$ cat config.mk
export PLATFORM = sky130hd
export DESIGN_NAME = zbin_pt_accum
export DESIGN_NICKNAME = d
export VERILOG_FILES = /design/src/rtl/jet_zbin_pkg.sv /design/src/rtl/zbin_acc_cell.sv /design/src/rtl/zbin_pt_accum.sv
export SDC_FILE = /design/constraint.sdc
export NUM_CORES = 1
export LEC_CHECK = 0
export CAP_MARGIN = 40
export CORE_MARGIN = 10
export CORE_UTILIZATION = 34
export CTS_CLUSTER_DIAMETER = 80
export CTS_CLUSTER_SIZE = 24
export DETAILED_ROUTE_END_ITERATION = 10
export HOLD_SLACK_MARGIN = 0.1
export PLACE_DENSITY_LB_ADDON = 0.15
export SKIP_LAST_GASP = 1
export SYNTH_ARGS = -nofsm -noshare
export SYNTH_HDL_FRONTEND = slang
export SYNTH_SLANG_ARGS = --single-unit
$ cat constraint.sdc
create_clock -name clk -period 2.85 [get_ports clk]
set_clock_uncertainty 0.2 [all_clocks]
set_input_delay 0.57 -clock clk [delete_from_list [all_inputs] [get_ports clk]]
set_output_delay 0.57 -clock clk [all_outputs]
set_load 0.1 [all_outputs]
$ cat src/rtl/jet_zbin_pkg.sv
// jet_zbin_pkg: shared defaults, z-bin index width and FSM state type for the z-bin pT accumulator.
package jet_zbin_pkg;
    localparam int NZBIN_DEF = 6;
    localparam int PT_W_DEF  = 8;
    localparam int SUM_W_DEF = 12;
    localparam int ZW        = 4;
    typedef enum logic {ACCUM, DRAIN} state_t;
endpackage

$ cat src/rtl/zbin_acc_cell.sv
// zbin_acc_cell: one z-bin pT sum with add, clear and wrap/saturate (saturating when ZBIN_SAT_EN is defined).
module zbin_acc_cell #(
    parameter int PT_W  = 8,
    parameter int SUM_W = 12
) (
    input  logic             clk,
    input  logic             reset,
    input  logic             add,
    input  logic             clr,
    input  logic [PT_W-1:0]  pt,
    output logic [SUM_W-1:0] sum
);
    logic [SUM_W-1:0] nxt;
`ifdef ZBIN_SAT_EN
    logic [SUM_W:0] total;
    assign total = {1'b0, sum} + (SUM_W+1)'(pt);
    assign nxt = total[SUM_W] ? '1 : total[SUM_W-1:0];
`else
    assign nxt = sum + SUM_W'(pt);
`endif
    always_ff @(posedge clk) begin
        if (reset || clr) sum <= '0;
        else if (add) sum <= nxt;
    end
endmodule

$ cat src/rtl/zbin_pt_accum.sv
// zbin_pt_accum: accumulates track pT into z bins per event, then drains one sum word per bin.
// Build with ZBIN_SAT_EN defined for saturating sums; otherwise sums wrap.
module zbin_pt_accum
    import jet_zbin_pkg::*;
#(
    parameter int NZBIN = NZBIN_DEF,
    parameter int PT_W  = PT_W_DEF,
    parameter int SUM_W = SUM_W_DEF
) (
    input  logic             clk,
    input  logic             reset,
    input  logic             in_valid,
    input  logic [PT_W-1:0]  in_pt,
    input  logic [ZW-1:0]    in_zbin1,
    input  logic [ZW-1:0]    in_zbin2,
    input  logic             in_last,
    output logic             in_ready,
    output logic             out_valid,
    output logic [ZW-1:0]    out_zbin,
    output logic [SUM_W-1:0] out_sum,
    output logic             out_last,
    input  logic             out_ready
);
    state_t state;
    logic [ZW-1:0] idx;
    logic [SUM_W-1:0] sums [NZBIN];
    logic accept, take, at_end;
    assign in_ready  = state == ACCUM;
    assign out_valid = state == DRAIN;
    assign accept    = in_valid && in_ready;
    assign take      = out_valid && out_ready;
    assign at_end    = idx == ZW'(NZBIN - 1);
    assign out_zbin  = idx;
    assign out_last  = out_valid && at_end;
    // Matching both bins in one OR adds a track once when the bins coincide and skips out-of-range bins.
    for (genvar i = 0; i < NZBIN; i++) begin : g_cell
        zbin_acc_cell #(.PT_W(PT_W), .SUM_W(SUM_W)) u_cell (
            .clk  (clk),
            .reset(reset),
            .add  (accept && (in_zbin1 == ZW'(i) || in_zbin2 == ZW'(i))),
            .clr  (take && idx == ZW'(i)),
            .pt   (in_pt),
            .sum  (sums[i])
        );
    end
    always_comb begin
        out_sum = '0;
        for (int i = 0; i < NZBIN; i++) out_sum = (idx == ZW'(i)) ? sums[i] : out_sum;
    end
    always_ff @(posedge clk) begin
        if (reset) begin
            state <= ACCUM;
            idx   <= '0;
        end else if (state == ACCUM) begin
            if (accept && in_last) state <= DRAIN;
        end else if (out_ready) begin
            idx <= at_end ? '0 : idx + 1'b1;
            if (at_end) state <= ACCUM;
        end
    end
endmodule

**Word-level counts from Yosys, hierarchy flattened**

Index checks and enable logic that the tools add are counted.

- Flip-flop bits (word level): 77
- Output and inout bits: 19

- Add/subtract/negate cells: 7
- Equality and inequality tests: 15
- Mux-type cells: 11
- Bitwise logic cells: 1
- Reduce and logical (&&, ||, !) cells: 32

Operators by type and width:

| cell | count |
|---|---|
| adder 12 x 8 -> 12 bit | 6 |
| two-way mux 12 bit | 6 |
| equality test 4 x 2 -> 1 bit, second input constant | 6 |
| equality test 4 x 3 -> 1 bit, second input constant | 6 |
| logical AND 1 bit | 16 |
| equality test 4 x 1 -> 1 bit, second input constant | 3 |
| logical NOT 4 bit | 3 |
| logical OR 1 bit | 12 |
| adder 4 x 1 -> 4 bit, second input constant | 1 |
| two-way mux 1 bit | 4 |
| two-way mux 4 bit | 1 |
| AND reduction 2 bit | 1 |
| NOT 1 bit | 1 |

**Depth between registers and ports, before layout**

Gate-level depths: netlist of run 1.

- Word-level depth: 7
- Depth in mapped cells: 8
- Gate-level depth less buffers: 8

**By module**

Synthesis of run 1 repeated with hierarchy kept, for this count alone.

- Cell total of the unflattened synthesis: 772
- Area, all modules: 6125.9 um2

By module, submodules not included:

| module | times used | cells an instance | area an instance (um2) | seq. area each (um2) |
|---|---|---|---|---|
| zbin_acc_cell | 6 | 93 | 830.8 | 240.2 |
| zbin_pt_accum | 1 | 214 | 1141.1 | 100.1 |

**Worst setup path after synthesis of run 1**

No wires, ideal clock.

- Path type: reg-to-output
- Start point: reg idx[2] (netlist: out_zbin[2])
- End point: out out_sum[2]
- Arrival time: 2960 ps
- Path slack: -880 ps
- Cell stages (with the launch flop): 6
- Buffers on the path: 2
- Cells stage by stage: dfxtp_1 -> buf_2 -> nor4bb_1 -> clkbuf_1 -> a222oi_1 -> nand2_1

- Word-level cells in the longest chain between the ends: 7

Ends and longest elaborated chain:

| item | line | text |
|---|---|---|
| start: declaration | zbin_pt_accum.sv:25 | `logic [ZW-1:0] idx;` |
| start signal: assignment | zbin_pt_accum.sv:57 | `idx <= at_end ? '0 : idx + 1'b1;` |
| logical NOT 4 bit | zbin_pt_accum.sv:48 | `for (int i = 0; i < NZBIN; i++) out_sum = (idx == ZW'(i)) ? sums[i] : out_sum;` |
| two-way mux 12 bit (5 in a row) | zbin_pt_accum.sv:48 |  |
| two-way mux 12 bit * | zbin_pt_accum.sv:48 |  |
| end: declaration | zbin_pt_accum.sv:20 | `output logic [SUM_W-1:0] out_sum,` |

Mark *: on every way between the ends. The rest lies on a longest branch, timed or not.

**Worst setup path in the final report of run 1**

- Start point: reg idx[1] (netlist: out_zbin[1])
- End point: out out_sum[4]

Same word-level chain as after synthesis.

==> key figures, run 1 <==
Power
  – VDD IR max: 0.295 mV
  – Static Leak: 3.22 nW
  – Power, Total: between 2 and 3 mW
  – Net Sw Power: 0.848 mW
  – Cell area power density: 382 mW/mm²
  – Logic pwr share: 18.4%
  – Clock power share: 44.2%
  – Cell Int Power: 2.14 mW
  – Sw Ratio: 28.4%
  – Part of the power in registers: 37.4%

Yosys
  – Net Count, Synth: 768
  – Cell area after synthesis: 0.00568 mm²
  – Post-synthesis xor/xnor area fraction: 3.24%
  – Synth Warn #: 0
  – EDFF count, synth: 0
  – Post-synthesis sequential area ratio: between 20% and 30%
  – Async set or reset register ratio after synthesis: 0%
  – Compound-gate portion of the synthesized area: 27.6%
  – Syn Area/Cell: 8.20 µm²
  – Adder-cell area share of the yosys netlist: 12.7%
  – Mux contribution to synthesized area: 4.34%
  – Most used flip-flop cell after synthesis: dfxtp_1
  – Largest family of logic cells by synthesized area: compound AO/OA/AOI/OAI gates
  – Mapped Cells: 693
  – Count of cell types in the netlist: 63
  – Synth Register Bits: 77
  – Post-Synth Simple-Gate Area: 22.0%

Critical path
  – WP data arrival: 2060 ps
  – CP startpoint: out_zbin[1]$_SDFFE_PP0P_
  – R2r setup slk: 430 ps
  – Depth of the worst register-to-register path: 8
  – CP endpoint: out_sum[4]
  – FF-to-FF Start: g_cell[5].u_cell.sum[0]$_SDFFE_PP0P_
  – R2R Path End: g_cell[5].u_cell.sum[10]$_SDFFE_PP0P_
  – Worst endpoint required time: 2080 ps
  – Worst Setup Path Type: reg2out
  – Worst setup SP type: flop
  – CP Capture Type: output port
  – Crit path max fanout: 8

Floorplan
  – Num rows: 47
  – Starting Density: 34.5%
  – Die area: 0.0223 mm²
  – Die H: 149 µm
  – Die width: 149 µm
  – Core area: 0.0165 mm²
  – # IOs: 40

Timing
  – Final setup violation count: 0
  – RSZ-0062 raised after global routing: yes
  – Pins Over Slew Limit: 0
  – Min Hold Slack: between 200 and 300 ps
  – Worst Max-Slew Pin Slew: 559 ps
  – F_max: 0.354 GHz
  – Period utilization: 99.2%
  – Slew headroom: 62.7%
  – Minimum clock period: between 2000 and 3000 ps
  – Setup TNS Final: 0 ps
  – Final hold vios: 0

Worst hold path
  – HP Start: g_cell[5].u_cell.sum[11]$_SDFFE_PP0P_
  – HP Class: reg2reg

Finish
  – Register area: 0.00155 mm²
  – Share of cells above drive strength 1: 24.4%
  – Number of fill cells: around 1600
  – Area of the multi-input gates: between 0.004 and 0.005 mm²
  – Final net count: 914
  – Synthesis-to-finish area growth: 37.5%
  – Layout Utilization: a little under half
  – # diodes: 0
  – Fin area: between 0.007 and 0.008 mm²

Routing
  – DR WL/cell: approximately 18 µm
  – Drt drc: 0
  – Initial DRC count: 415
  – Via density: 5.57
  – Routed Antenna Nets: 0
  – Vias: slightly below 6000
  – Final wirelength: a little under 20000 µm
  – DRT Pass-1 Iters: 6

Place
  – # port buffers: 39
  – Placed Area: 0.00737 mm²
  – DP HPWL: 15400 µm
  – Placer Congestion: 0.895

Status
  – Status: complete, no violations

Clock network
  – H-tree depth: 3
  – CTS tree: yes
  – Clock sinks: slightly below 80
  – CTS root buf: clkbuf_16
  – Worst-path clk slew: 70 ps
  – CTS Hold Bufs: 0
  – Maximum buffer depth of the clock tree: 2
  – TritonCTS Buffers: 9
  – Worst-Skew Late Latency: between 300 and 400 ps

Run
  – # Max-Cap Violations: 0

Global routing
  – Antenna violations before repair: 0
  – First-pass GRT wire length: around 31000 µm
  – Pin count of the biggest net entering global routing: 17
  – Tot GR Track Use: 17.6%
  – GR Overflow Total: 0
  – Vias in the first global route: 5635
[metrics by stage]
stage | setup WS [ps] | cells
2_1_floorplan | 2.53 | 693
3_3_place_gp | -289 | 1040
3_5_place_dp | -314 | 1040
4_1_cts | 9.79 | 1057
5_1_grt | -26.5 | 1064
6_report | 21.7 | 1064
[flip-flops by register name (all words and copies together), names as in the netlist]
register           cells
out_zbin               4
g_cell.u_cell.sum     72
out_valid              1
[layout by cell type, fill, tap and decap left out, drive strengths merged, types with 5 or more instances in the layout]
cell type	synthesis	final
xnor2	13	13
o21ai	30	30
dfxtp	77	77
buf	10	143
and2	9	9
nand2	83	83
a211oi	19	19
nand4	11	11
a21o	17	17
ha	48	48
and3	6	6
a22oi	13	13
nor3b	6	6
nor3	8	8
nor2	47	47
o211ai	9	9
or4	5	5
inv	13	15
a222oi	12	12
clkdlybuf4s50	0	20
or3	17	17
nand3	31	31
nor2b	5	5
o2111ai	5	5
o21bai	5	5
xor2	8	8
mux2i	10	10
a21oi	76	76
mux2	13	13
clkbuf	18	10
o21a	6	6
fa	6	6
a2111o	10	10
nand2b	6	6
[logic make-up (layout without fill, tap and decap cells)]
| group | count (synthesis) | count (layout) |
|---|---|---|
| buf+inv | 41 | 192 |
| fa+ha+maj | 54 | 54 |
| compound gates | 229 | 229 |
| simple gates | 248 | 248 |
| mux | 23 | 23 |
| flops | 77 | 77 |
| xor+xnor | 21 | 21 |
[worst max-delay path, cell delays in order, from the launching register on]
cell	delay (ps)
dfxtp_4	430
buf_12	140
mux2_4	310
a222oi_1	530
nand2_4	110
buf_12	190
[cells in the mapped netlist, types with 8 or more instances]
library cell,count,area (µm²)
nand3_1,31,155
a21oi_1,76,380
xnor2_1,13,114
a2111o_1,10,113
mux2_2,13,146
o211ai_1,9,67.6
a222oi_1,12,120
a211oi_1,19,143
o21ai_0,30,150
nand2_1,83,312
dfxtp_1,77,1540
or3_1,17,106
and2_1,8,50.1
clkbuf_1,18,67.6
nand4_1,11,68.8
a21o_1,17,128
buf_2,8,40.0
a22oi_1,13,97.6
ha_1,48,601
nor2_1,47,176
mux2i_1,10,100
xor2_1,8,70.1
inv_1,13,48.8
nor3_1,8,40.0
[worst min path at each step]
| stage | endpoint | slack, ps | depth (start not counted) |
|---|---|---|---|
| 3_5_place_dp | g_cell[5].u_cell.sum[11]$_SDFFE_PP0P_ | 260 | 2 |
| 5_1_grt | g_cell[5].u_cell.sum[11]$_SDFFE_PP0P_ | 280 | 2 |
| 6_report | g_cell[5].u_cell.sum[11]$_SDFFE_PP0P_ | 270 | 2 |
| 4_1_cts | g_cell[5].u_cell.sum[11]$_SDFFE_PP0P_ | 270 | 2 |
| 3_3_place_gp | g_cell[5].u_cell.sum[11]$_SDFFE_PP0P_ | 250 | 2 |
| 2_1_floorplan | g_cell[2].u_cell.sum[7]$_SDFFE_PP0P_ | 240 | 2 |
[timing repair]
item	4_1_cts	5_1_grt
buffers inserted	1	7
pin swaps	1	4
cloned	0	0
gates resized for setup	1	10
endpoints found under the setup margin	1	17
[per-layer routing]
metal	vias up	global-route usage (%)	share of wire [%]	wire (µm)
li1	2944	-	-	-
met4	0	6.82	2.2	440
met5	-	0	0	0
met1	2796	23.5	46	9070
met2	157	27.4	46	8950
met3	30	3.19	5.9	1160
[area by class of cell]
class                           count  area share, %
Clock buffer                       10           3.06
Inverter                           13          0.624
Multi-Input combinational cell    575           52.7
Sequential cell                    77           19.9
Timing Repair Buffer              163           19.0
Tap cell                          220           3.52
Clock inverter                      6           1.20
[power groups by stage]
stage               clock (mW)  sequential [mW]  combinational (mW)
floorplan                    0             1.14               0.283
global placement             0             1.14               0.527
detailed placement           0             1.14               0.535
CTS                       1.34             1.12               0.540
global route              1.39             1.12               0.598
finish                    1.32             1.12               0.549
No activity file was read; power rests on OpenSTA's default activity.
==> run 2, diff against run 1 <==
DONT_BUFFER_PORTS = 1   (was not set)
==> key figures, run 2 (synthesized netlist as in run 1, its figures left out) <==
Global routing
  – GR Overflow Total: 0
  – Antenna violations before repair: 0
  – First-pass GRT wire length: 29400 µm
  – Pin count of the biggest net entering global routing: 21
  – Tot GR Track Use: between 10% and 20%
  – Vias in the first global route: 5224

Routing
  – DRT Pass-1 Iters: 5
  – Vias: 5555
  – Routed Antenna Nets: 0
  – Final wirelength: 18900 µm
  – DR WL/cell: 19.9 µm
  – Initial DRC count: 531
  – Drt drc: 0
  – Via density: 5.84

Place
  – # port buffers: 0
  – Placer Congestion: 0.843
  – DP HPWL: 14100 µm
  – Dpl cells: 927
  – Placed Area: around 0.0064 mm²

Floorplan
  – Die area: 0.0223 mm²
  – Die H: between 100 and 150 µm
  – Num rows: 47
  – Core area: 0.0165 mm²
  – # IOs: 40
  – Die width: 149 µm
  – Starting Density: 34.5%

Timing
  – Slew headroom: 54.8%
  – Minimum clock period: 2840 ps
  – Final hold vios: 0
  – RSZ-0062 raised after global routing: yes
  – Worst Max-Slew Pin Slew: 675 ps
  – F_max: 0.353 GHz
  – Pins Over Slew Limit: 0
  – Period utilization: 99.5%
  – Final setup violation count: 0

Critical path
  – CP Capture Type: output port
  – R2r setup slk: 350 ps
  – Crit path max fanout: 12
  – Worst setup SP type: flop
  – Worst endpoint required time: 2080 ps
  – Worst Setup Path Type: reg2out
  – WP data arrival: 2070 ps

Clock network
  – Maximum buffer depth of the clock tree: 2
  – Worst-Skew Late Latency: between 300 and 400 ps
  – CTS tree: yes
  – Clock sinks: 77
  – TritonCTS Buffers: 9
  – Worst-path clk slew: 60 ps
  – H-tree depth: 3
  – CTS root buf: clkbuf_16

Finish
  – Fin area: between 0.006 and 0.007 mm²
  – Commonest cells after routing, fill and taps aside: a21oi_1, dfxtp_1, nand2_1, ha_1, nor2_1
  – Synthesis-to-finish area growth: 19.6%
  – Area of the multi-input gates: 0.00409 mm²
  – Final net count: 801
  – Most common cell after layout, fill and taps aside: a21oi_1
  – Number of flip-flops in the largest register: 72
  – Number of fill cells: 1663
  – Final Instance Count excl. Fillers: 951
  – Largest Register: g_cell.u_cell.sum
  – Register area: 0.00155 mm²
  – Share of cells above drive strength 1: 14.1%
  – # diodes: 0

Run
  – # Max-Cap Violations: 0

Worst hold path
  – HP Class: in2reg

Power
  – Static Leak: 2.66 nW
  – Cell area power density: 383 mW/mm²
  – VDD IR max: around 0.30 mV

Status
  – Status: complete, no violations
## run 2: layer usage
layer | track usage [%] | vias to the layer above | wire length, µm
met5 | 0 | - | 0
met4 | 3.63 | 0 | 210
met3 | 5.28 | 18 | 1250
met2 | 27.6 | 146 | 8940
met1 | 21.2 | 2675 | 8500
li1 | - | 2716 | -
## run 2: worst paths after layout
| check | start | end | depth (start not counted) |
|---|---|---|---|
| min | in_valid | out_valid$_SDFF_PP0_ | 2 |
| max | out_zbin[1]$_SDFFE_PP0P_ | out_sum[8] | 7 |
| min reg2reg | g_cell[5].u_cell.sum[0]$_SDFFE_PP0P_ | g_cell[5].u_cell.sum[0]$_SDFFE_PP0P_ | 2 |
| max reg2reg | g_cell[5].u_cell.sum[0]$_SDFFE_PP0P_ | g_cell[5].u_cell.sum[10]$_SDFFE_PP0P_ | 8 |
## run 2: critical path, cell delays in order (launching register included)
cell and delay [ps]:
dfxtp_4 390, buf_6 140, nor4bb_2 50, buf_4 190
a222oi_1 500, buf_4 210, nand2_4 50, buf_12 170
## run 2: final cells by class
class	instances	share of cell area, %
multi-input combinational	575	60.1
sequential	77	22.9
timing repair buffer	50	8.25
tap	220	4.05
clock buffer	12	3.63
inverter	13	0.718
clock inverter	4	0.350
## run 2: report_power, final
group	switching, mW	total, mW	leakage, nW	internal (mW)
Combinational	0.240	0.384	1.90	0.144
Clock	0.486	1.10	0.136	0.612
Sequential	0.0242	1.12	0.625	1.09
## run 2: timing repair
item                       in CTS  in global routing
cloned                          0                  0
hold buffers                    1                  0
pin swaps                       1                  1
resized for setup               0                  3
hold endpoints to repair        3                  0
buffers inserted                0                  7
setup endpoints to repair       1                  6
## run 2: stage by stage
step	setup slack (ps)	hold slack [ps]	utilization (%)	total power [mW]	setup TNS, ps
6_report	13.4	170	41.3	2.60	0
5_1_grt	-13.8	189	41.3	2.72	-31.8
4_1_cts	5.89	161	40.8	2.63	0
3_5_place_dp	166	270	39.1	1.52	0
3_3_place_gp	225	259	39.0	1.51	0
2_1_floorplan	2.53	240	-	1.43	0
